### config.mk
export PLATFORM = sky130hd
export DESIGN_NAME = gmii_to_fifo24
export DESIGN_NICKNAME = d
export VERILOG_FILES = /design/src/rtl/gmii_to_fifo24_pkg.sv /design/src/rtl/byte3_packer.sv /design/src/rtl/gmii_to_fifo24.sv
export SDC_FILE = /design/constraint.sdc
export NUM_CORES = 1
export LEC_CHECK = 0
export BUFFER_PORTS_ARGS = -buffer_cell sky130_fd_sc_hd__buf_2
export CORE_MARGIN = 3
export CORE_UTILIZATION = 45
export DETAILED_ROUTE_END_ITERATION = 8
export HOLD_SLACK_MARGIN = 0.08
export PLACE_DENSITY_LB_ADDON = 0.08
export SYNTH_ARGS = -nofsm -noshare
export SYNTH_HDL_FRONTEND = slang
export SYNTH_SLANG_ARGS = --single-unit
### constraint.sdc
create_clock -name clk125 -period 6.7 [get_ports clk125]
set_input_delay 1.34 -clock clk125 [delete_from_list [all_inputs] [get_ports clk125]]
set_output_delay 1.34 -clock clk125 [all_outputs]
set_load 0.05 [all_outputs]
### src/rtl/gmii_to_fifo24_pkg.sv
// gmii_to_fifo24_pkg
// Shared definitions for the GMII UDP stream receiver: parser states, framing
// constants, header byte offsets (counted from the first byte after the SFD)
// and the accepted UDP destination port helper.
package gmii_to_fifo24_pkg;

    typedef enum logic [2:0] {
        IDLE,
        PREAMBLE,
        HEADER,
        VIDEO,
        AUDIO,
        DROP
    } state_t;

    localparam logic [7:0]  PREAMBLE_BYTE  = 8'h55;
    localparam logic [7:0]  SFD_BYTE       = 8'hD5;
    localparam logic [15:0] ETHERTYPE_IPV4 = 16'h0800;
    localparam logic [7:0]  IP_PROTO_UDP   = 8'h11;
    localparam logic [15:0] UDP_PORT_BASE  = 16'h3000;
    localparam logic [7:0]  TYPE_VIDEO     = 8'h00;
    localparam logic [7:0]  TYPE_AUDIO     = 8'h01;

    // Ethernet(14) + IPv4(20) + UDP(8); also the offset of the payload type byte.
    localparam logic [10:0] HDR_LEN        = 11'd42;
    localparam logic [15:0] UDP_HDR_LEN    = 16'd8;
    localparam logic [10:0] CNT_MAX        = 11'd2047;

    localparam logic [10:0] OFS_ETYPE_HI   = 11'd12;
    localparam logic [10:0] OFS_ETYPE_LO   = 11'd13;
    localparam logic [10:0] OFS_IP_PROTO   = 11'd23;
    localparam logic [10:0] OFS_UDP_DST_HI = 11'd36;
    localparam logic [10:0] OFS_UDP_DST_LO = 11'd37;
    localparam logic [10:0] OFS_UDP_LEN_HI = 11'd38;
    localparam logic [10:0] OFS_UDP_LEN_LO = 11'd39;

    function automatic logic [15:0] udp_port_for(input logic sel);
        return UDP_PORT_BASE + {15'b0, sel};
    endfunction

endpackage

### src/rtl/byte3_packer.sv
// byte3_packer
// Collects a byte stream into 3-byte groups, MSB first.
//   clk125      rising-edge clock
//   sys_rst_n   synchronous active-low reset
//   clear       restarts the group phase (held while not inside a payload)
//   byte_valid  byte_in carries the next stream byte this cycle
//   byte_in     stream byte
//   group_done  combinational: byte_in completes a group this cycle
//   group_word  combinational: {first, second, byte_in}, valid with group_done
module byte3_packer (
    input  logic        clk125,
    input  logic        sys_rst_n,
    input  logic        clear,
    input  logic        byte_valid,
    input  logic [7:0]  byte_in,
    output logic        group_done,
    output logic [23:0] group_word
);

    logic [1:0]  phase;
    logic [15:0] sr;

    // NOTE: sequential state uses non-blocking assignments so every register
    // samples the pre-edge values, independent of statement order.
    always_ff @(posedge clk125) begin
        if (!sys_rst_n) begin
            phase <= 2'd0;
            sr    <= 16'd0;
        end else if (clear) begin
            phase <= 2'd0;
        end else if (byte_valid) begin
            sr    <= {sr[7:0], byte_in};
            phase <= (phase == 2'd2) ? 2'd0 : phase + 2'd1;
        end
    end

    // The third byte is not stored: the group is emitted straight from the
    // shift register plus the live byte, so the caller registers it once.
    assign group_done = byte_valid && !clear && (phase == 2'd2);
    assign group_word = {sr, byte_in};

endmodule

### src/rtl/gmii_to_fifo24.sv
// gmii_to_fifo24
// Parses GMII receive frames carrying UDP video/audio payloads and emits
// 3-byte words with one-cycle write strobes.
//   clk125       125 MHz GMII receive clock
//   sys_rst_n    synchronous active-low reset
//   id           stream select; accepted UDP dst port = 0x3000 + id
//   rxd, rx_dv   GMII receive data / data valid
//   datain       video word {line[4:0], R, G, B}, written with recv_en
//   recv_en      one-cycle video write strobe
//   packet_en    high while an accepted frame's payload is being parsed
//   aux_data_in  audio word {b0, b1, b2}, written with aux_wr_en
//   aux_wr_en    one-cycle audio write strobe
module gmii_to_fifo24
    import gmii_to_fifo24_pkg::*;
(
    input  logic        clk125,
    input  logic        sys_rst_n,
    input  logic        id,
    input  logic [7:0]  rxd,
    input  logic        rx_dv,
    output logic [28:0] datain,
    output logic        recv_en,
    output logic        packet_en,
    output logic [23:0] aux_data_in,
    output logic        aux_wr_en
);

    // Header position of the first byte past the UDP payload is udp_len + 34.
    localparam logic [16:0] LEN_TO_END = 17'(HDR_LEN) - 17'(UDP_HDR_LEN);

    state_t      state, state_nxt;
    logic [10:0] byte_cnt;
    logic [15:0] udp_len;
    logic [4:0]  line_lo;     // only line[4:0] ever reaches datain
    logic [15:0] dst_port;
    logic [16:0] payload_end;
    logic [10:0] pay_idx;
    logic        in_payload_st;
    logic        in_payload;
    logic        counting;
    logic        pack_valid;
    logic        group_done;
    logic [23:0] group_word;
    logic        video_group;
    logic        audio_group;

    assign dst_port      = udp_port_for(id);
    assign in_payload_st = (state == VIDEO) || (state == AUDIO);
    assign payload_end   = {1'b0, udp_len} + LEN_TO_END;
    // A saturated counter no longer identifies a byte, so it never counts as payload.
    assign in_payload    = ({6'b0, byte_cnt} < payload_end) && (byte_cnt != CNT_MAX);
    assign pay_idx       = byte_cnt - HDR_LEN;
    assign counting      = rx_dv && ((state == HEADER) || in_payload_st);
    assign pack_valid    = rx_dv && in_payload &&
                           (((state == VIDEO) && (pay_idx >= 11'd3)) ||
                            ((state == AUDIO) && (pay_idx >= 11'd1)));
    assign video_group   = group_done && (state == VIDEO);
    assign audio_group   = group_done && (state == AUDIO);
    assign packet_en     = in_payload_st;

    byte3_packer u_packer (
        .clk125     (clk125),
        .sys_rst_n  (sys_rst_n),
        .clear      (!in_payload_st),
        .byte_valid (pack_valid),
        .byte_in    (rxd),
        .group_done (group_done),
        .group_word (group_word)
    );

    // NOTE: next state gets its default before any branch, so no path leaves
    // it unassigned and no latch is inferred.
    always_comb begin
        state_nxt = state;
        if (!rx_dv) begin
            state_nxt = IDLE;
        end else begin
            case (state)
                IDLE: begin
                    if (rxd == PREAMBLE_BYTE) state_nxt = PREAMBLE;
                end
                PREAMBLE: begin
                    if (rxd == SFD_BYTE)           state_nxt = HEADER;
                    else if (rxd != PREAMBLE_BYTE) state_nxt = DROP;
                end
                HEADER: begin
                    case (byte_cnt)
                        OFS_ETYPE_HI:   if (rxd != ETHERTYPE_IPV4[15:8]) state_nxt = DROP;
                        OFS_ETYPE_LO:   if (rxd != ETHERTYPE_IPV4[7:0])  state_nxt = DROP;
                        OFS_IP_PROTO:   if (rxd != IP_PROTO_UDP)         state_nxt = DROP;
                        OFS_UDP_DST_HI: if (rxd != dst_port[15:8])       state_nxt = DROP;
                        OFS_UDP_DST_LO: if (rxd != dst_port[7:0])        state_nxt = DROP;
                        HDR_LEN: begin
                            // Type byte: also rejected when the UDP length leaves no payload.
                            if (!in_payload)             state_nxt = DROP;
                            else if (rxd == TYPE_VIDEO)  state_nxt = VIDEO;
                            else if (rxd == TYPE_AUDIO)  state_nxt = AUDIO;
                            else                         state_nxt = DROP;
                        end
                        default: ;
                    endcase
                end
                VIDEO, AUDIO, DROP: ;
                default: state_nxt = IDLE;
            endcase
        end
    end

    always_ff @(posedge clk125) begin
        if (!sys_rst_n) begin
            state       <= IDLE;
            byte_cnt    <= 11'd0;
            udp_len     <= 16'd0;
            line_lo     <= 5'd0;
            recv_en     <= 1'b0;
            aux_wr_en   <= 1'b0;
            datain      <= 29'd0;
            aux_data_in <= 24'd0;
        end else begin
            state <= state_nxt;

            // Zero outside header/payload so the first byte after the SFD is byte 0.
            if (counting) byte_cnt <= (byte_cnt == CNT_MAX) ? CNT_MAX : byte_cnt + 11'd1;
            else          byte_cnt <= 11'd0;

            if ((state == HEADER) && rx_dv) begin
                if (byte_cnt == OFS_UDP_LEN_HI) udp_len[15:8] <= rxd;
                if (byte_cnt == OFS_UDP_LEN_LO) udp_len[7:0]  <= rxd;
            end

            if ((state == VIDEO) && rx_dv && in_payload && (pay_idx == 11'd2))
                line_lo <= rxd[4:0];

            recv_en   <= video_group;
            aux_wr_en <= audio_group;
            if (video_group) datain      <= {line_lo, group_word};
            if (audio_group) aux_data_in <= group_word;
        end
    end

endmodule

==> summary.md, run 1 <==
| Metric | Value |
|---|---|
| Worst setup path start | udp_len[1] |
| Final Hold Viols | 0 |
| Worst EP required | 6.95 ns |
| Hpwl dp | 8630 µm |
| Crit. path cell count | 12 |
| Post-Place Cell Area | 5470 µm² |
| Hold buffers post-CTS | 0 |
| Reg-to-reg startpoint | udp_len[1] |
| Die area | 12700 µm² |
| Clock sink count | 108 |
| DRC violations left | 0 |
| Post-CTS Repair Setup Buffers | 0 |
| H-tree depth | 3 |
| Run status | completed |
| Post_cts resized | 0 |
| Drt first-iter violations | 239 |
| Hold path start | datain[24] |
| Max stage delay cell, worst path | o211ai_2 |
| Layout area overhead | 13.8% |
| Post-synth top cells | 108 x dfxtp_1, 102 x nand2_1, 76 x mux2i_1 |
| ANT nets after route | 0 |
| Final Critical Period | 3.60 ns |
| Pins Over Slew Limit | 0 |
| Gpl congestion | 0.841 |
| Placed cells | 733 |
| Synth Warn # | 0 |
| Worst slew pin tran | 1.19 ns |
| Largest net degree at the start of global routing | 108 |
| Fin crit share | 53.7% |
| Routed len/inst | 16.5 µm |
| Clock Latency Late Sink | 0.36 ns |
| CTS tree | yes |
| Mapped Cells | 557 |
| Via/cell ratio | 5.44 |
| Die Y | 113 µm |
| Synthesized Nets | 589 |
| Drt total wl | 12300 µm |
| Initial antenna violation count | 0 |
| Core ar. | 11000 µm² |
| EDFF count, synth | 0 |
| Vias post-DR | 4074 |
| Flops & latches, synth | 108 |
| Clk_skew | 0.0117 ns |
| Global-route wire length before repair | 20100 µm |
| Crit-path max FO | 36 |
| Reg clk slew, reported paths | 0.08 ns |
| FP Rows | 38 |
| Clock Path Buffers | 2 |
| Post-route insts no fill | 749 |
| Final core occ | 52.9% |
| Worst relative slew slack | 20.7% |
| Maximum VDD drop | 203 µV |
| Port buffer count | 67 |
| Most frequent cell after synthesis | dfxtp_1 |
| Tot GR Track Use | 19.8% |
| Final #Nets | 636 |
| Worst path top cell family by delay | compound AO/OA/AOI/OAI gates |
| # diodes | 0 |
| Critical path class | reg -> reg |
| Endpoints failing setup | 0 |
| Hold worst-path end | datain[24] |
| Post-synth cell types | 52 |
| Iteration count of the initial detailed-routing pass | 4 |
| Ranking of synthesized cells by area | dfxtp_1 42%, mux2i_1 15%, nand2_1 7.5%, ha_1 4.9%, o21ai_0 2.6% |
| RSZ-0062 raised after global routing | no |
| Worst r2r dst | u_packer.phase[1] |
| DIE WIDTH | 113 µm |
| Total leakage power | 2.43 nW |
| Critical path, cell by cell | ha_1 > a31o_1 > nand4_1 > xor2_1 > ha_1 > nand4_1 > nor3_1 > a21oi_1 > a221o_2 > o211ai_2 > or3b_2 > a21oi_1 |
| CP endpoint kind | flip-flop |
| Power Density | 219 nW/µm² |
| Synth top area share | 42.3% |
| Post-synth top flop | dfxtp_1 |
| Design Area, Final | 5810 µm² |
| Worst reg2reg setup slack | 3.10 ns |
| Vias in the first global route | 3959 |
| Mean post-synth cell area | 9.17 µm² |
| Share of cells above drive strength 1 | 15.8% |
| Filler Cell Count | 1037 |
| I/O Pins | 68 |
| Mapped Area | 5110 µm² |
| Crit path DAT | 3.84 ns |
| CP max stage delay | 0.93 ns |
| Hold WC Path Type | reg -> reg |
| Worst Hold Depth | 2 |
| R2r worst-path depth | 12 |
| Register area share after synthesis | 42.3% |
| MaxCap Viol Count | 0 |
| Buf/Inv on CP | 0 |
| FMAX | 278 MHz |
| Pwr Total | 0.00127 W |
| Clk root buf | clkbuf_16 |
| CP Launch Type | flip-flop |
| Starting Density | 46.5% |
| CTS Buf Count | 9 |
| Grt ovf | 0 |
| Sum of negative setup slack | 0 ns |
| Cell taking the most area after synthesis | dfxtp_1 |
| Async SR Flop Fraction | 0% |
==> report_power, final <==
part	internal, W	switching, W	leakage (nW)
Combinational	0.00000725	0.0000231	1.40
Clock	0.000338	0.000263	0.166
Sequential	0.000641	0.0000000261	0.869
Total	0.000986	0.000286	2.43
==> placed cells by master (no fill, tap or decap), types with 10 or more instances in the layout <==
master,netlist,layout
buf_2,7,66
xnor2_1,11,11
inv_1,10,10
nand4_1,15,15
mux2i_1,76,76
nand2_1,102,102
ha_1,20,20
nor2_1,16,16
nor2b_1,16,16
a21oi_1,15,15
nand3_1,21,21
o21ai_0,27,27
dfxtp_1,108,108
==> routing by layer <==
layer  up-vias  global-route usage [%]  share of wire, %
met2        74                    30.7                46
met1      1950                    26.8                48
met4         0                    5.05               1.3
li1       2038                       -                 -
met5         -                       0                 0
met3        12                    6.36               4.7
==> per-stage QoR <==
stage	setup slack [ns]	hold slack [ns]
after floorplan	3.68	0.444
after global placement	3.21	0.441
after detailed placement	3.12	0.447
after CTS	3.10	0.461
after global routing	2.62	0.488
final	3.10	0.456
==> worst max path at each step <==
stage | endpoint | slack [ns]
floorplan | state[2] | 3.68
global placement | u_packer.phase[1] | 3.21
detailed placement | u_packer.phase[1] | 3.12
CTS | u_packer.phase[1] | 3.10
global route | u_packer.sr[1] | 2.62
finish | u_packer.phase[1] | 3.10
==> state kept, by name (all words and copies together) (netlist names) <==
| signal | cells |
|---|---|
| line_lo | 5 |
| byte_cnt | 11 |
| u_packer.sr | 16 |
| datain | 29 |
| state | 3 |
| aux_data_in | 24 |
| u_packer.phase | 2 |
| udp_len | 16 |
| recv_en | 1 |
| aux_wr_en | 1 |
==> cells by family after synthesis <==
family                     after synthesis  share of synthesized area [%]
and+or+nand+nor                        217                           21.2
DFF                                    108                           42.3
muxes                                   76                           14.9
AOI/OAI and AO/OA                       72                           8.99
buffers and inverters                   44                           4.14
xor gates and xnor gates                20                           3.58
adders and majority gates               20                           4.90
==> final cells by class <==
type	count	area, µm²	share of cell area, %
flip-flops and latches	108	2160	37.2
clock buffers	9	225	3.87
well taps	140	175	3.01
clock inverters	7	114	1.96
inverters	10	37.5	0.646
multi-input cells	405	2740	47.1
repair buffers	70	360	6.20
==> worst register-to-register path: cells and delay by family, from the launching register on <==
| kind | cells | cell delay, ns |
|---|---|---|
| compound gates | 5 | 1.75 |
| simple gates | 4 | 0.66 |
| fa+ha+maj | 2 | 0.53 |
| flops | 1 | 0.40 |
| xor+xnor | 1 | 0.18 |
(Power assumes the default switching activity.)
==> run 2, diff against run 1 <==
==> constraint.sdc (replaced) <==
create_clock -name clk125 -period 3 [get_ports clk125]
set_input_delay 0.6 -clock clk125 [delete_from_list [all_inputs] [get_ports clk125]]
set_output_delay 0.6 -clock clk125 [all_outputs]
set_load 0.05 [all_outputs]
==> summary.md, run 2 (same netlist as run 1, synthesis figures left out) <==
| Metric | Value |
|---|---|
| Global-route wire length before repair | 20300 µm (+0.96%) |
| Max reg flops | 29 (unchanged) |
| MaxCap Viol Count | 0 (unchanged) |
| CP max stage delay | 0.45 ns (-0.48 ns) |
| Vias post-DR | 4183 (+2.7%) |
| Reg-to-reg startpoint | udp_len[2] |
| Hold WC Path Type | reg -> reg |
| Gpl congestion | 0.860 (+2.2%) |
| Failing checks | negative setup slack |
| Regs by FF count | datain x29, aux_data_in x24 |
| Layout area overhead | 21.4% |
| Drt total wl | 13200 µm (+6.9%) |
| Fin crit share | 101% (+48 points) |
| Most common cell after layout, fill and taps aside | dfxtp_1 |
| Worst relative slew slack | 54.4% (+34 points) |
| Worst r2r dst | datain[27] |
| Worst Hold Depth | 2 (unchanged) |
| Vias in the first global route | 3934 (-0.63%) |
| Worst slew pin tran | 0.679 ns (-0.506 ns) |
| Starting Density | 46.5% (unchanged) |
| Hold path start | datain[26] |
| ANT nets after route | 0 (unchanged) |
| Hold worst-path end | datain[26] |
| Critical path class | reg -> reg |
| DIE WIDTH | 113 µm (unchanged) |
| Hold WS | 0.452 ns (-0.00363 ns) |
| Placed cells | 748 (+2.0%) |
| Core ar. | 11000 µm² (unchanged) |
| RSZ-0062 raised after global routing | yes |
| CTS tree | yes |
| Share of cells above drive strength 1 | 21.5% (+5.7 points) |
| FMAX | 329 MHz (+18%) |
| Post-route setup slack | -0.0370 ns (-3.14 ns) |
| Power Density | 432 nW/µm² (+97%) |
| R2r worst-path depth | 15 (+3) |
| # diodes | 0 (unchanged) |
| Sum of negative setup slack | -0.318 ns (-0.318 ns) |
| Total leakage power | 2.61 nW (+7.4%) |
| Reg clk slew, reported paths | 0.07 ns (about the same) |
| CP Launch Type | flip-flop |
| H-tree depth | 3 (unchanged) |
| Grt ovf | 0 (unchanged) |
| Clock sink count | 108 (unchanged) |
| Routed len/inst | 17.0 µm (+3.5%) |
| Via/cell ratio | 5.40 (-0.64%) |
| Final Critical Period | 3.04 ns (-0.558 ns) |
| Worst EP required | 3.24 ns (-3.71 ns) |
| Hpwl dp | 8770 µm (+1.6%) |
| Crit-path max FO | 8 (-78%) |
| Biggest register | datain |
| Endpoints failing setup | 23 (+23) |
| Critical path, cell by cell | ha_4 > a31o_1 > nand4_1 > xor2_1 > ha_1 > nand4_1 > nor3_2 > a21oi_2 > a221o_2 > o211ai_2 > buf_6 > nor3_4 > buf_6 > clkbuf_16 > mux2i_2 |
| CTS Buf Count | 9 (unchanged) |
| FP Rows | 38 (unchanged) |
| Post-route insts no fill | 774 (+3.3%) |
| Port buffer count | 67 (unchanged) |
| Maximum VDD drop | 424 µV (+110%) |
| Max stage delay cell, worst path | a221o_2 |
| I/O Pins | 68 (unchanged) |
| Clk_skew | 0.00755 ns (-0.00414 ns) |
| Clk root buf | clkbuf_16 |
| Iteration count of the initial detailed-routing pass | 4 (unchanged) |
| Drt first-iter violations | 258 (+7.9%) |
| Tot GR Track Use | 20.1% (+0.32 points) |
| DRC violations left | 0 (unchanged) |
| Final #Nets | 662 (+4.1%) |
| Run status | finished, violations left |
| Die Y | 113 µm (unchanged) |
| Filler Cell Count | 992 (-4.3%) |
| Initial antenna violation count | 0 (unchanged) |
| Most frequent cells in the layout | 104 x dfxtp_1, 102 x nand2_1, 71 x mux2i_1 |
| Final Hold Viols | 0 (unchanged) |
| Die area | 12700 µm² (unchanged) |
| Clock Latency Late Sink | 0.36 ns (about the same) |
| Crit path DAT | 3.28 ns (-0.56 ns) |
| Largest net degree at the start of global routing | 99 (-8.3%) |
| CP endpoint kind | flip-flop |
| Worst reg2reg setup slack | -0.04 ns (-3.14 ns) |
| Pins Over Slew Limit | 0 (unchanged) |
| Clock Path Buffers | 2 (unchanged) |
| Hold buffers post-CTS | 0 (unchanged) |
run 2: changes by cell type in the layout (fill, tap and decap cells not counted), moves of 2 or more:
cell	before	now
buf_6	0	4
clkbuf_8	0	2
bufinv_16	2	0
buf_12	0	5
mux2i_2	0	5
clkbuf_16	9	13
dfxtp_2	0	2
dfxtp_1	108	104
dfxtp_4	0	2
buf_4	4	16
mux2i_1	76	71
run 2: through the flow:
| step | area [µm²] | util (%) | power [W] | setup slack, ns |
|---|---|---|---|---|
| 6_report | 6200 | 56.4 | 0.00268 | -0.0370 |
| 2_1_floorplan | 5110 | - | 0.00150 | 0.131 |
| 5_1_grt | 6200 | 56.4 | 0.00277 | -0.148 |
| 3_5_place_dp | 5640 | 51.3 | 0.00153 | -0.0433 |
| 3_3_place_gp | 5640 | 51.3 | 0.00153 | 0.0481 |
| 4_1_cts | 5960 | 54.3 | 0.00271 | 0.0112 |
run 2: how the worst max path moves through the flow:
stage / startpoint / slack (ns) / cells past startpoint / to
finish: udp_len[2] / -0.04 / 15 / datain[27]
global route: udp_len[2] / -0.15 / 15 / datain[27]
CTS: udp_len[1] / 0.01 / 14 / datain[1]
detailed placement: udp_len[2] / -0.04 / 13 / aux_data_in[14]
global placement: udp_len[2] / 0.05 / 13 / aux_data_in[9]
floorplan: udp_len[1] / 0.13 / 14 / aux_data_in[0]
run 2: area by class of cell:
| type | count | area, µm² | area share [%] |
|---|---|---|---|
| sequential | 108 | 2170 | 35.0 |
| inverter | 10 | 37.5 | 0.606 |
| multi-input combinational | 405 | 2800 | 45.2 |
| clock buffer | 11 | 253 | 4.08 |
| clock inverter | 4 | 37.5 | 0.606 |
| timing repair buffer | 96 | 723 | 11.7 |
| tap | 140 | 175 | 2.83 |
run 2: repair_timing:
action	CTS	global route
resized for setup	4	25
cloned	1	5
buffers inserted	0	5
endpoints found under the setup margin	53	74
pin swaps	2	11
run 2: per-layer routing:
metal,GRT usage [%],part of all wire (%),up-vias
met4,4.73,1.1,0
met2,31.3,46,84
li1,-,-,2104
met1,27.7,49,1984
met5,0,0,-
met3,5.82,4.4,11
run 2: critical path: cells and delay by family (launching register included):
| kind | cells | cell delay, ns |
|---|---|---|
| compound gates | 4 | 0.92 |
| flops | 1 | 0.38 |
| simple gates | 4 | 0.46 |
| mux | 1 | 0.15 |
| fa+ha+maj | 2 | 0.44 |
| xor+xnor | 1 | 0.17 |
| buf+inv | 3 | 0.41 |
run 2: where the power goes:
| part | switching, W | total (W) | internal [W] |
|---|---|---|---|
| registers | 0.0000000542 | 0.00143 | 0.00143 |
| clock network | 0.000560 | 0.00118 | 0.000620 |
| logic | 0.0000512 | 0.0000691 | 0.0000179 |
| total | 0.000611 | 0.00268 | 0.00207 |
==> run 3, diff against run 2 <==
==> constraint.sdc (replaced) <==
create_clock -name clk125 -period 3.8 [get_ports clk125]
set_input_delay 0.76 -clock clk125 [delete_from_list [all_inputs] [get_ports clk125]]
set_output_delay 0.76 -clock clk125 [all_outputs]
set_load 0.05 [all_outputs]
==> summary.md, run 3 (same netlist as run 1, synthesis figures left out) <==
| Metric | Value |
|---|---|
| Run status | completed |
| H-tree depth | 3 (unchanged) |
| Drt first-iter violations | 165 (-36%) |
| Hold WS | 0.455 ns (+0.00261 ns) |
| Endpoints failing setup | 0 (-100%) |
| Clock Path Buffers | 2 (unchanged) |
| Buf/Inv on CP | 1 (-2) |
| Layout area overhead | 13.3% |
| Die area | 12700 µm² (unchanged) |
| Regs by FF count | datain x29, aux_data_in x24 |
| Maximum VDD drop | 216 µV (-49%) |
| Clk root buf | clkbuf_16 |
| CTS Buf Count | 9 (unchanged) |
| CP Launch Type | flip-flop |
| Hold WC Path Type | reg -> reg |
| Grt ovf | 0 (unchanged) |
| Iteration count of the initial detailed-routing pass | 4 (unchanged) |
| Die Y | 113 µm (unchanged) |
| Initial antenna violation count | 1 (+1) |
| Most common cell after layout, fill and taps aside | dfxtp_1 |
| Share of cells above drive strength 1 | 15.9% (-5.5 points) |
| Crit-path max FO | 24 (+16) |
| DRC violations left | 0 (unchanged) |
| ANT nets after route | 0 (unchanged) |
| Final Hold Viols | 0 (unchanged) |
| Drt total wl | 11800 µm (-10%) |
| Critical path class | reg -> reg |
| Global-route wire length before repair | 19600 µm (-3.6%) |
| Critical path, cell by cell | ha_1 > a31o_1 > nand4_1 > xor2_1 > ha_1 > nand4_1 > nor3_1 > a21oi_1 > a221o_2 > o211ai_2 > or3_1 > buf_4 > mux2i_1 |
| Routed wl met2 | 5380 µm (-11%) |
| Filler Cell Count | 1043 (+5.1%) |
| Post-CTS Repair Setup Buffers | 0 (unchanged) |
| Worst path top cell family by delay | compound AO/OA/AOI/OAI gates |
| CP endpoint kind | flip-flop |
| Biggest register | datain |
| Clk_skew | 0.00724 ns (-0.000306 ns) |
| Starting Density | 46.5% (unchanged) |
| Routed len/inst | 15.7 µm (-7.6%) |
| Total leakage power | 2.41 nW (-7.5%) |
| Worst EP required | 4.07 ns (+0.83 ns) |
| Final Critical Period | 3.32 ns (+0.287 ns) |
| Reg clk slew, reported paths | 0.07 ns (about the same) |
| Crit path DAT | 3.60 ns (+0.32 ns) |
| Worst relative slew slack | 51.8% (-2.6 points) |
| RSZ-0062 raised after global routing | no |
| DRT met1 WL | 5790 µm (-10%) |
| Clock Latency Late Sink | 0.35 ns (about the same) |
| FP Rows | 38 (unchanged) |
| Vias in the first global route | 3835 (-2.5%) |
| Post_cts resized | 0 (-4) |
| Core ar. | 11000 µm² (unchanged) |
| CTS tree | yes |
| Most frequent cells in the layout | 108 x dfxtp_1, 102 x nand2_1, 76 x mux2i_1 |
| Vias post-DR | 4026 (-3.8%) |
| Final #Nets | 637 (-3.8%) |
| Max layer used | met5 |
| MaxCap Viol Count | 0 (unchanged) |
| Via/cell ratio | 5.37 (-0.67%) |
| Crit. path cell count | 13 (-2) |
| # diodes | 0 (unchanged) |
| Worst slew pin tran | 0.718 ns (+0.0388 ns) |
| Port buffer count | 67 (unchanged) |
| Clock sink count | 108 (unchanged) |
| Tot GR Track Use | 18.9% (-1.2 points) |
| Fin crit share | 87.5% (-14 points) |
| Largest net degree at the start of global routing | 73 (-26%) |
| Max stage delay cell, worst path | a221o_2 |
| Pins Over Slew Limit | 0 (unchanged) |
| I/O Pins | 68 (unchanged) |
| DIE WIDTH | 113 µm (unchanged) |
| Hold buffers post-CTS | 0 (unchanged) |
| Worst Hold Depth | 2 (unchanged) |
| Max reg flops | 29 (unchanged) |
| Hpwl dp | 8470 µm (-3.4%) |
| FMAX | 301 MHz (-8.6%) |
| Power Density | 364 nW/µm² (-16%) |
| Sum of negative setup slack | 0 ns (+0.318 ns) |
| Met3 Wirelength | 465 µm (-19%) |
| Gpl congestion | 0.873 (+1.6%) |
| R2r worst-path depth | 13 (-2) |
| CP max stage delay | 0.45 ns (about the same) |
run 3: worst min-delay path, delay by kind of cell (launching register included):
kind | cells | cell delay [ns]
mux | 1 | 0.05
flops | 1 | 0.31
simple gates | 1 | 0.05
run 3: routing by layer:
layer,vias up,global-route usage [%]
li1,2040,-
met1,1903,26.7
met2,68,29.7
met3,13,3.34
met4,2,5.29
met5,-,0
run 3: path summary, 6_finish.rpt:
kind / from / to / slack, ns
setup / recovery: udp_len[1] / aux_data_in[4] / 0.48
hold / removal: datain[15] / datain[15] / 0.45
setup reg to reg: udp_len[1] / aux_data_in[4] / 0.48
hold reg to reg: datain[15] / datain[15] / 0.45
run 3: layout make-up:
type	count	area, µm²	share of cell area (%)
multi-input cells	405	2740	47.3
flip-flops and latches	108	2160	37.4
repair buffers	71	380	6.57
well taps	140	175	3.03
clock buffers	10	239	4.13
inverters	10	37.5	0.649
clock inverters	6	55.1	0.951
run 3: where the power goes:
| part | total [W] | internal (W) | leakage (nW) | switching (W) |
|---|---|---|---|---|
| Sequential | 0.00113 | 0.00113 | 0.869 | 0.0000000425 |
| Combinational | 0.0000543 | 0.0000141 | 1.41 | 0.0000402 |
| Clock | 0.000923 | 0.000477 | 0.140 | 0.000446 |
run 3: through the flow:
step                cell area [µm²]  cells  util (%)  total power (W)  worst slack [ns]
global placement               5490    734      50.0          0.00121             0.586
floorplan                      5110    557         -          0.00119             0.931
finish                         5790    750      52.7          0.00211             0.476
detailed placement             5490    734      50.0          0.00121             0.472
global route                   5790    750      52.7          0.00217             0.184
CTS                            5790    750      52.7          0.00213             0.440
